--- config.mk ---
export PLATFORM = sky130hd
export DESIGN_NAME = conv1_weight_stream
export DESIGN_NICKNAME = d
export VERILOG_FILES = /design/src/rtl/conv1_weight_stream.sv
export SDC_FILE = /design/constraint.sdc
export NUM_CORES = 1
export LEC_CHECK = 0
export CAP_MARGIN = 20
export CORE_ASPECT_RATIO = 1.2
export CORE_MARGIN = 1.5
export CORE_UTILIZATION = 50
export CTS_CLUSTER_DIAMETER = 100
export DETAILED_ROUTE_END_ITERATION = 10
export PLACE_DENSITY = 0.8
export SYNTH_ARGS = -nofsm -noshare
export SYNTH_HDL_FRONTEND = slang
export SYNTH_SLANG_ARGS = --single-unit
--- constraint.sdc ---
create_clock -name clk -period 3.2 [get_ports clk]
set_input_delay 0.64 -clock clk [delete_from_list [all_inputs] [get_ports clk]]
set_output_delay 0.64 -clock clk [all_outputs]
set_load 0.05 [all_outputs]
--- src/rtl/conv1_weight_stream.sv ---
// conv1_weight_stream: captures the packed conv1 weight word and streams it one weight per
// valid/ready transfer, tagged with flat index, kernel number and end-of-kernel/set markers.
module conv1_weight_stream #(
  parameter int WEIGHT_NUM  = 18,
  parameter int DATA_WIDTH  = 16,
  parameter int KERNEL_SIZE = 9,
  parameter int IDX_W       = 5,
  parameter int KER_W       = 1
) (
  input  logic                             clk,
  input  logic                             rst,
  input  logic                             load,
  input  logic [WEIGHT_NUM*DATA_WIDTH-1:0] w_bus,
  output logic                             busy,
  output logic                             w_valid,
  input  logic                             w_ready,
  output logic [DATA_WIDTH-1:0]            w_data,
  output logic [IDX_W-1:0]                 w_index,
  output logic [KER_W-1:0]                 w_kernel,
  output logic                             w_last_tap,
  output logic                             w_last,
  output logic                             done
);
  localparam int TAP_W = (KERNEL_SIZE > 1) ? $clog2(KERNEL_SIZE) : 1;
  typedef enum logic [1:0] {IDLE, STREAM, DONE} state_t;
  state_t                          state_q, state_d;
  logic [WEIGHT_NUM*DATA_WIDTH-1:0] hold_q, hold_d;
  logic [IDX_W-1:0]                idx_q, idx_d;
  logic [TAP_W-1:0]                tap_q, tap_d;
  logic [KER_W-1:0]                ker_q, ker_d;
  logic                            tap_end, idx_end;
  assign tap_end    = tap_q == TAP_W'(KERNEL_SIZE - 1);
  assign idx_end    = idx_q == IDX_W'(WEIGHT_NUM - 1);
  assign busy       = state_q != IDLE;
  assign w_valid    = state_q == STREAM;
  assign done       = state_q == DONE;
  assign w_data     = hold_q[32'(idx_q) * DATA_WIDTH +: DATA_WIDTH];
  assign w_index    = idx_q;
  assign w_kernel   = ker_q;
  assign w_last_tap = tap_end;
  assign w_last     = idx_end;
  always_comb begin
    state_d = state_q;
    hold_d  = hold_q;
    idx_d   = idx_q;
    tap_d   = tap_q;
    ker_d   = ker_q;
    if (state_q == IDLE && load) begin
      state_d = STREAM;
      hold_d  = w_bus;
      idx_d   = '0;
      tap_d   = '0;
      ker_d   = '0;
    end else if (state_q == STREAM && w_ready) begin
      // counters freeze on the final transfer so tags hold their last values in IDLE
      state_d = idx_end ? DONE : STREAM;
      idx_d   = idx_end ? idx_q : idx_q + 1'b1;
      tap_d   = idx_end ? tap_q : (tap_end ? '0 : tap_q + 1'b1);
      ker_d   = (!idx_end && tap_end) ? ker_q + 1'b1 : ker_q;
    end else if (state_q == DONE) begin
      state_d = IDLE;
    end
  end
  always_ff @(posedge clk or negedge rst) begin
    if (!rst) begin
      state_q <= IDLE;
      hold_q  <= '0;
      idx_q   <= '0;
      tap_q   <= '0;
      ker_q   <= '0;
    end else begin
      state_q <= state_d;
      hold_q  <= hold_d;
      idx_q   <= idx_d;
      tap_q   <= tap_d;
      ker_q   <= ker_d;
    end
  end
endmodule
==> flow_summary_export.csv, run 1 <==
group,metric,value,unit
timing,period_minus_slack,3.17,ns
cells_and_area,final_common_cell,"nand2_1",
cells_and_area,drive_gt1_frac,0.0890,
synthesis,synth_top_cell_area_share,0.544,
place,dp.cells,2118,
synthesis,synth_edf_count,0,
global_route,use_met1,0.365,
global_route,grt_pass1_wl,63.6,mm
timing,worst_pin_slew,0.691,ns
global_route,first_global_vias,11800,
floorplan,start_util,0.508,
global_route,grt_max_degree,128,
place,place.gp.congestion,0.903,
routing,drc,0,
timing,fin_crit_sh,0.990,
critical_path,crit_buf_inv,3,
clock_tree,cts_root_buf,"clkbuf_16",
timing,drv_slew,0,
global_route,top_usage_layer,"met2",
cells_and_area,final_util,0.679,
critical_path,crit_top_cell,"buf_4",
cells_and_area,num_antenna_cells,0,
floorplan,io_pins,319,
synthesis,async_reset_ff_frac,1.00,
hold_path,hp-class,"input pin to async pin",
routing,first_pass_iters,5,
power_and_ir_drop,powerDensity,1000,nW/um^2
critical_path,cpPeakStageDelay,0.54,ns
timing,final_hold_viol_count,0,
cells_and_area,stdcell_count,2183,
critical_path,cp_top_family,"buffers and inverters",
timing,rsz0062_at_grt,"yes",
cells_and_area,final_nets,2116,
synthesis,ys_seq_area_frac,0.544,
synthesis,synth.avg_cell_area,9.01,sq um
timing,setup_viol,0,
clock_tree,clockBufferDepth,3,
place,port_buffers,318,
timing,relSlewSlack,0.539,
synthesis,syn-instance-count,1533,
global_route,grt_overflow,0,
run_status,status,"completed",
routing,vias,11700,
floorplan,num_rows,66,
synthesis,netlist_area,13800,sq um
synthesis,yosysTopAreaCell,"dfrtp_1",
floorplan,die_height,185,um
cells_and_area,syn_to_final_growth,33.6,%
critical_path,crit_chain,"buf_16 -> buf_4 -> mux4_2 -> a22oi_1 -> nand3_1 -> buf_4",
synthesis,ys_types,30,
cells_and_area,final_cell_mix,"884 x nand2_1, 300 x clkdlybuf4s50_1, 298 x dfrtp_1, 63 x mux2i_1, 46 x a22oi_1",
place,dpl_cell_area,17200,sq um
timing,finalClockSkew,0.0186,ns
critical_path,crit_path_end_kind,"primary output",
critical_path,crit_cells,6,
critical_path,cp_max_fo,17,
global_route,use_met3,0.0688,
floorplan,core_area,27200,sq um
synthesis,synth_seq_cells,300,
global_route,grtUsageTotal,0.290,
floorplan,die_w,155,um
global_route,grt_antenna_before_repair,0,
critical_path,setup.worst_path.class,"flip-flop to primary output",
critical_path,cp.arrival,2.53,ns
global_route,grtUsageMet2,0.479,
timing,tns,0,ns
clock_tree,clock_sinks,300,
critical_path,rr_worst_depth,8,
place,dp_hpwl,29.0,mm
synthesis,synthFlopType,"dfrtp_1",
routing,drt_iter0_markers,742,
synthesis,synth_warnings,0,
routing,ant_nets,0,
clock_tree,cts_tree,"yes",
critical_path,slowest_stage,"mux4_2",
power_and_ir_drop,p_leak,0.00920,uW
cells_and_area,design_area,18500,sq um
routing,via_per_inst,5.36,
critical_path,start_kind,"flip-flop",
routing,wl_per_cell,18.9,um
run,maxCapViolations,0,
routing,wl,41.4,mm
synthesis,syn-num-nets,1829,
clock_tree,numCtsBuffers,31,
clock_tree,cts.clk_slew.worst_paths,0.06,ns
timing,fmax,316,MHz
clock_tree,clock_latency,0.55,ns
critical_path,crit_required,2.56,ns
clock_tree,holdBufCountCts,0,
floorplan,fp.dieArea,28600,sq um
power_and_ir_drop,ir_worst_vdd,0.842,mV
synthesis,synthTopCellsByArea,"dfrtp_1 54%, nand2_1 24%, mux4_2 5.2%, mux2i_1 4.7%, a22oi_1 2.6%",
clock_tree,htree_levels,1,
state kept, by name, summed over array words and instances (netlist names):
name and cells:
hold_q 288, state_q 2, tap_q 4, w_index 5, w_kernel 1
stage by stage:
stage | hold slack [ns] | total power (uW) | setup WS (ns)
5_1_grt | 0.0976 | 19500 | -0.0394
4_1_cts | 0.0738 | 18400 | 0.0217
3_5_place_dp | 0.458 | 14400 | 0.476
6_report | 0.0462 | 18400 | 0.0328
3_3_place_gp | 0.452 | 14100 | 0.568
2_1_floorplan | 0.344 | 11600 | 0.479
repair_timing:
action                                  CTS  global route
cloned                                    2             0
resized for setup                         5             5
buffers inserted                          0             7
endpoints found under the setup margin    5             9
layer usage:
metal | share of wire | wire, um
met4 | 0.045 | 1860
met3 | 0.082 | 3410
met5 | 0 | 0
met2 | 0.49 | 20100
met1 | 0.39 | 16000
synth_stat cells (4+ instances only):
| library cell | count |
|---|---|
| nand2_1 | 885 |
| a21oi_1 | 5 |
| buf_2 | 47 |
| clkbuf_1 | 30 |
| ha_1 | 4 |
| a22oi_1 | 47 |
| nor2_1 | 12 |
| nand3_1 | 39 |
| mux2i_1 | 65 |
| inv_1 | 6 |
| mux2_2 | 16 |
| nor2b_1 | 4 |
| buf_4 | 6 |
| mux4_2 | 32 |
| xor2_1 | 4 |
| dfrtp_1 | 300 |
| o21ai_0 | 4 |
| buf_6 | 9 |
worst register-to-register path, stage by stage (launching register included):
cell       delay, ns
dfrtp_2         0.40
buf_6           0.38
inv_1           0.10
ha_1            0.22
nand4bb_4       0.14
inv_1           0.13
nor4b_1         0.26
o21ai_0         0.13
a21oi_1         0.12
kinds of logic (layout without fill, tap and decap cells):
group | after synthesis | count (layout) | synth area share
AOI/OAI and AO/OA | 57 | 57 | 0.0297
xor gates and xnor gates | 4 | 4 | 0.00254
adders and majority gates | 4 | 4 | 0.00362
buffers and inverters | 102 | 412 | 0.0387
DFF | 300 | 300 | 0.544
muxes | 113 | 113 | 0.112
and+or+nand+nor | 953 | 953 | 0.269
power by group:
| part | internal, uW | total, uW | switching [uW] |
|---|---|---|---|
| registers | 5620 | 6760 | 1140 |
| logic | 3330 | 7900 | 4570 |
| clock network | 2270 | 3790 | 1520 |
| total | 11200 | 18400 | 7230 |
final timing paths:
path                                   from     endpoint  slack (ns)
worst max register to register   w_index[1]     tap_q[3]        1.25
worst min register to register  hold_q[254]  hold_q[254]        0.47
min in group clk                hold_q[254]  hold_q[254]        0.47
worst min-delay path                    rst   hold_q[13]        0.05
worst max-delay path             w_index[0]    w_data[0]        0.03
max in group asynchronous               rst  hold_q[184]        2.29
area by class of cell:
class | count | area [sq um]
fillers | 2104 | 8720
flip-flops and latches | 300 | 7510
multi-input cells | 1131 | 5800
repair buffers | 350 | 3620
clock buffers | 40 | 850
well taps | 340 | 425
clock inverters | 16 | 219
inverters | 6 | 22.5
(Power assumes the default switching activity.)
==> run 2, diff against run 1 <==
- TNS_END_PERCENT: not set -> 20
==> run 2 against run 1 <==
Effect of this change:
- sequential share of layout area is essentially flat
- largest power group unchanged
- count of clock-buffer cells in the layout is the same
- fmax grew 1.4%
- via count grew 0.21%
- die area is the same
- non-clock buffer count grew 2
- setup slack gained 0.043 ns
==> flow_summary_export.csv, run 2 (synthesis results as in run 1) <==
group,metric,value,unit
cells_and_area,nFillCells,2097,
power_and_ir_drop,p_leak,0.00920,uW
timing,fmax,320,MHz
timing,final_hold_viol_count,0,
place,dp.cells,2118,
cells_and_area,final_util,0.679,
cells_and_area,syn_to_final_growth,33.6,%
clock_tree,clockBufferDepth,3,
power_and_ir_drop,p_sw,7220,uW
clock_tree,numCtsBuffers,31,
floorplan,fp.dieArea,28600,sq um
clock_tree,holdBufCountCts,0,
timing,drv_slew,0,
power_and_ir_drop,seqPwrFrac,0.366,
clock_tree,cts_tree,"yes",
floorplan,num_rows,66,
floorplan,die_w,155,um
global_route,grt_overflow,0,
routing,wl_per_cell,18.9,um
critical_path,cp_max_fo,26,
timing,setup_slack,0.0754,ns
timing,fin_crit_sh,0.976,
cells_and_area,final_cell_mix,"884 x nand2_1, 300 x clkdlybuf4s50_1, 298 x dfrtp_1, 65 x mux2i_1, 47 x a22oi_1",
timing,worst_pin_slew,0.622,ns
clock_tree,cts.clk_slew.worst_paths,0.06,ns
cells_and_area,final_common_cell,"nand2_1",
critical_path,crit_buf_inv,2,
clock_tree,clock_latency,0.56,ns
routing,via_per_inst,5.36,
critical_path,cp_top_family,"flip-flops",
floorplan,io_pins,319,
timing,relSlewSlack,0.584,
clock_tree,clock_sinks,300,
cells_and_area,stdcell_count,2185,
cells_and_area,largest_reg_flops,288,
cells_and_area,regArea,7510,sq um
routing,drt_iter0_markers,793,
routing,vias,11700,
critical_path,cp.arrival,2.48,ns
critical_path,slowest_stage,"dfrtp_4",
timing,setup_viol,0,
place,place.gp.congestion,0.903,
power_and_ir_drop,pwr-share-comb,0.428,
timing,whs,0.0311,ns
cells_and_area,num_antenna_cells,0,
clock_tree,htree_levels,1,
critical_path,crit_top_cell,"nand3_1",
critical_path,crit_chain,"buf_16 -> mux2i_1 -> a22oi_1 -> nand3_1 -> nand3_1 -> buf_4",
place,port_buffers,318,
run,maxCapViolations,0,
cells_and_area,final_nets,2118,
global_route,grt_max_degree,128,
run_status,status,"completed",
place,dp_hpwl,29.0,mm
place,post-place-ws,0.476,ns
hold_path,hp-class,"input pin to async pin",
clock_tree,cts_root_buf,"clkbuf_16",
global_route,grtUsageTotal,0.287,
critical_path,cpPeakStageDelay,0.55,ns
floorplan,core_area,27200,sq um
timing,finalClockSkew,0.0204,ns
cells_and_area,drive_gt1_frac,0.0883,
timing,tns,0,ns
routing,wl,41.2,mm
global_route,grt_antenna_before_repair,0,
cells_and_area,multiInputGateArea,5780,sq um
power_and_ir_drop,powerDensity,998,nW/um^2
critical_path,start_kind,"flip-flop",
routing,first_pass_iters,5,
routing,drc,0,
power_and_ir_drop,ir_worst_vdd,0.838,mV
cells_and_area,regMostFlops,"hold_q",
floorplan,die_height,185,um
global_route,grt_pass1_wl,63.1,mm
power_and_ir_drop,sw_frac_of_total,0.392,
global_route,first_global_vias,11700,
routing,ant_nets,0,
timing,period_minus_slack,3.12,ns
timing,rsz0062_at_grt,"no",
power_and_ir_drop,p_int,11200,uW
critical_path,crit_required,2.56,ns
power_and_ir_drop,clkPwrFrac,0.206,
critical_path,setup.worst_path.class,"flip-flop to primary output",
floorplan,start_util,0.508,
critical_path,crit_path_end_kind,"primary output",
## run 2: area by class of cell
| cell class | instances | area share |
|---|---|---|
| clock buffers | 40 | 0.0461 |
| clock inverters | 16 | 0.0119 |
| inverters | 6 | 0.00122 |
| multi-input cells | 1131 | 0.314 |
| flip-flops and latches | 300 | 0.407 |
| well taps | 340 | 0.0231 |
| repair buffers | 352 | 0.197 |
## run 2: path summary, 6_finish.rpt
kind | from | to | slack, ns | depth (start not counted)
setup reg to reg | w_index[1] | tap_q[3] | 1.26 | 8
min in group clk | hold_q[254] | hold_q[254] | 0.47 | 2
max in group asynchronous | rst | hold_q[160] | 2.27 | 2
hold / removal | rst | hold_q[35] | 0.03 | 1
setup / recovery | w_index[0] | w_data[12] | 0.08 | 6
hold reg to reg | hold_q[254] | hold_q[254] | 0.47 | 2
## run 2: per-stage QoR
stage | total power, uW | instance area (sq um)
after floorplan | 11600 | 13800
after global placement | 14100 | 17200
after detailed placement | 14400 | 17200
after CTS | 18200 | 18300
after global routing | 19500 | 18400
final | 18400 | 18400
## run 2: per-layer routing
layer	wire, um	vias to the layer above	global-route usage
met5	0	-	0
met4	2100	0	0.138
met3	3310	117	0.0650
met2	19900	487	0.469
met1	16000	5650	0.364
li1	-	5461	-
## run 2: timing repair
| action | in CTS | in global routing |
|---|---|---|
| setup buffers | 0 | 9 |
| setup endpoints to repair | 5 | 8 |
| cloned | 0 | 2 |
| gates resized for setup | 4 | 2 |
## run 2: power by group through the flow
stage                     clock network, uW  logic (uW)  registers [uW]
after global placement                    0        7480            6650
after floorplan                           0        5100            6470
after CTS                              3820        7700            6720
after global routing                   3990        8530            6930
final                                  3780        7880            6750
after detailed placement                  0        7610            6760
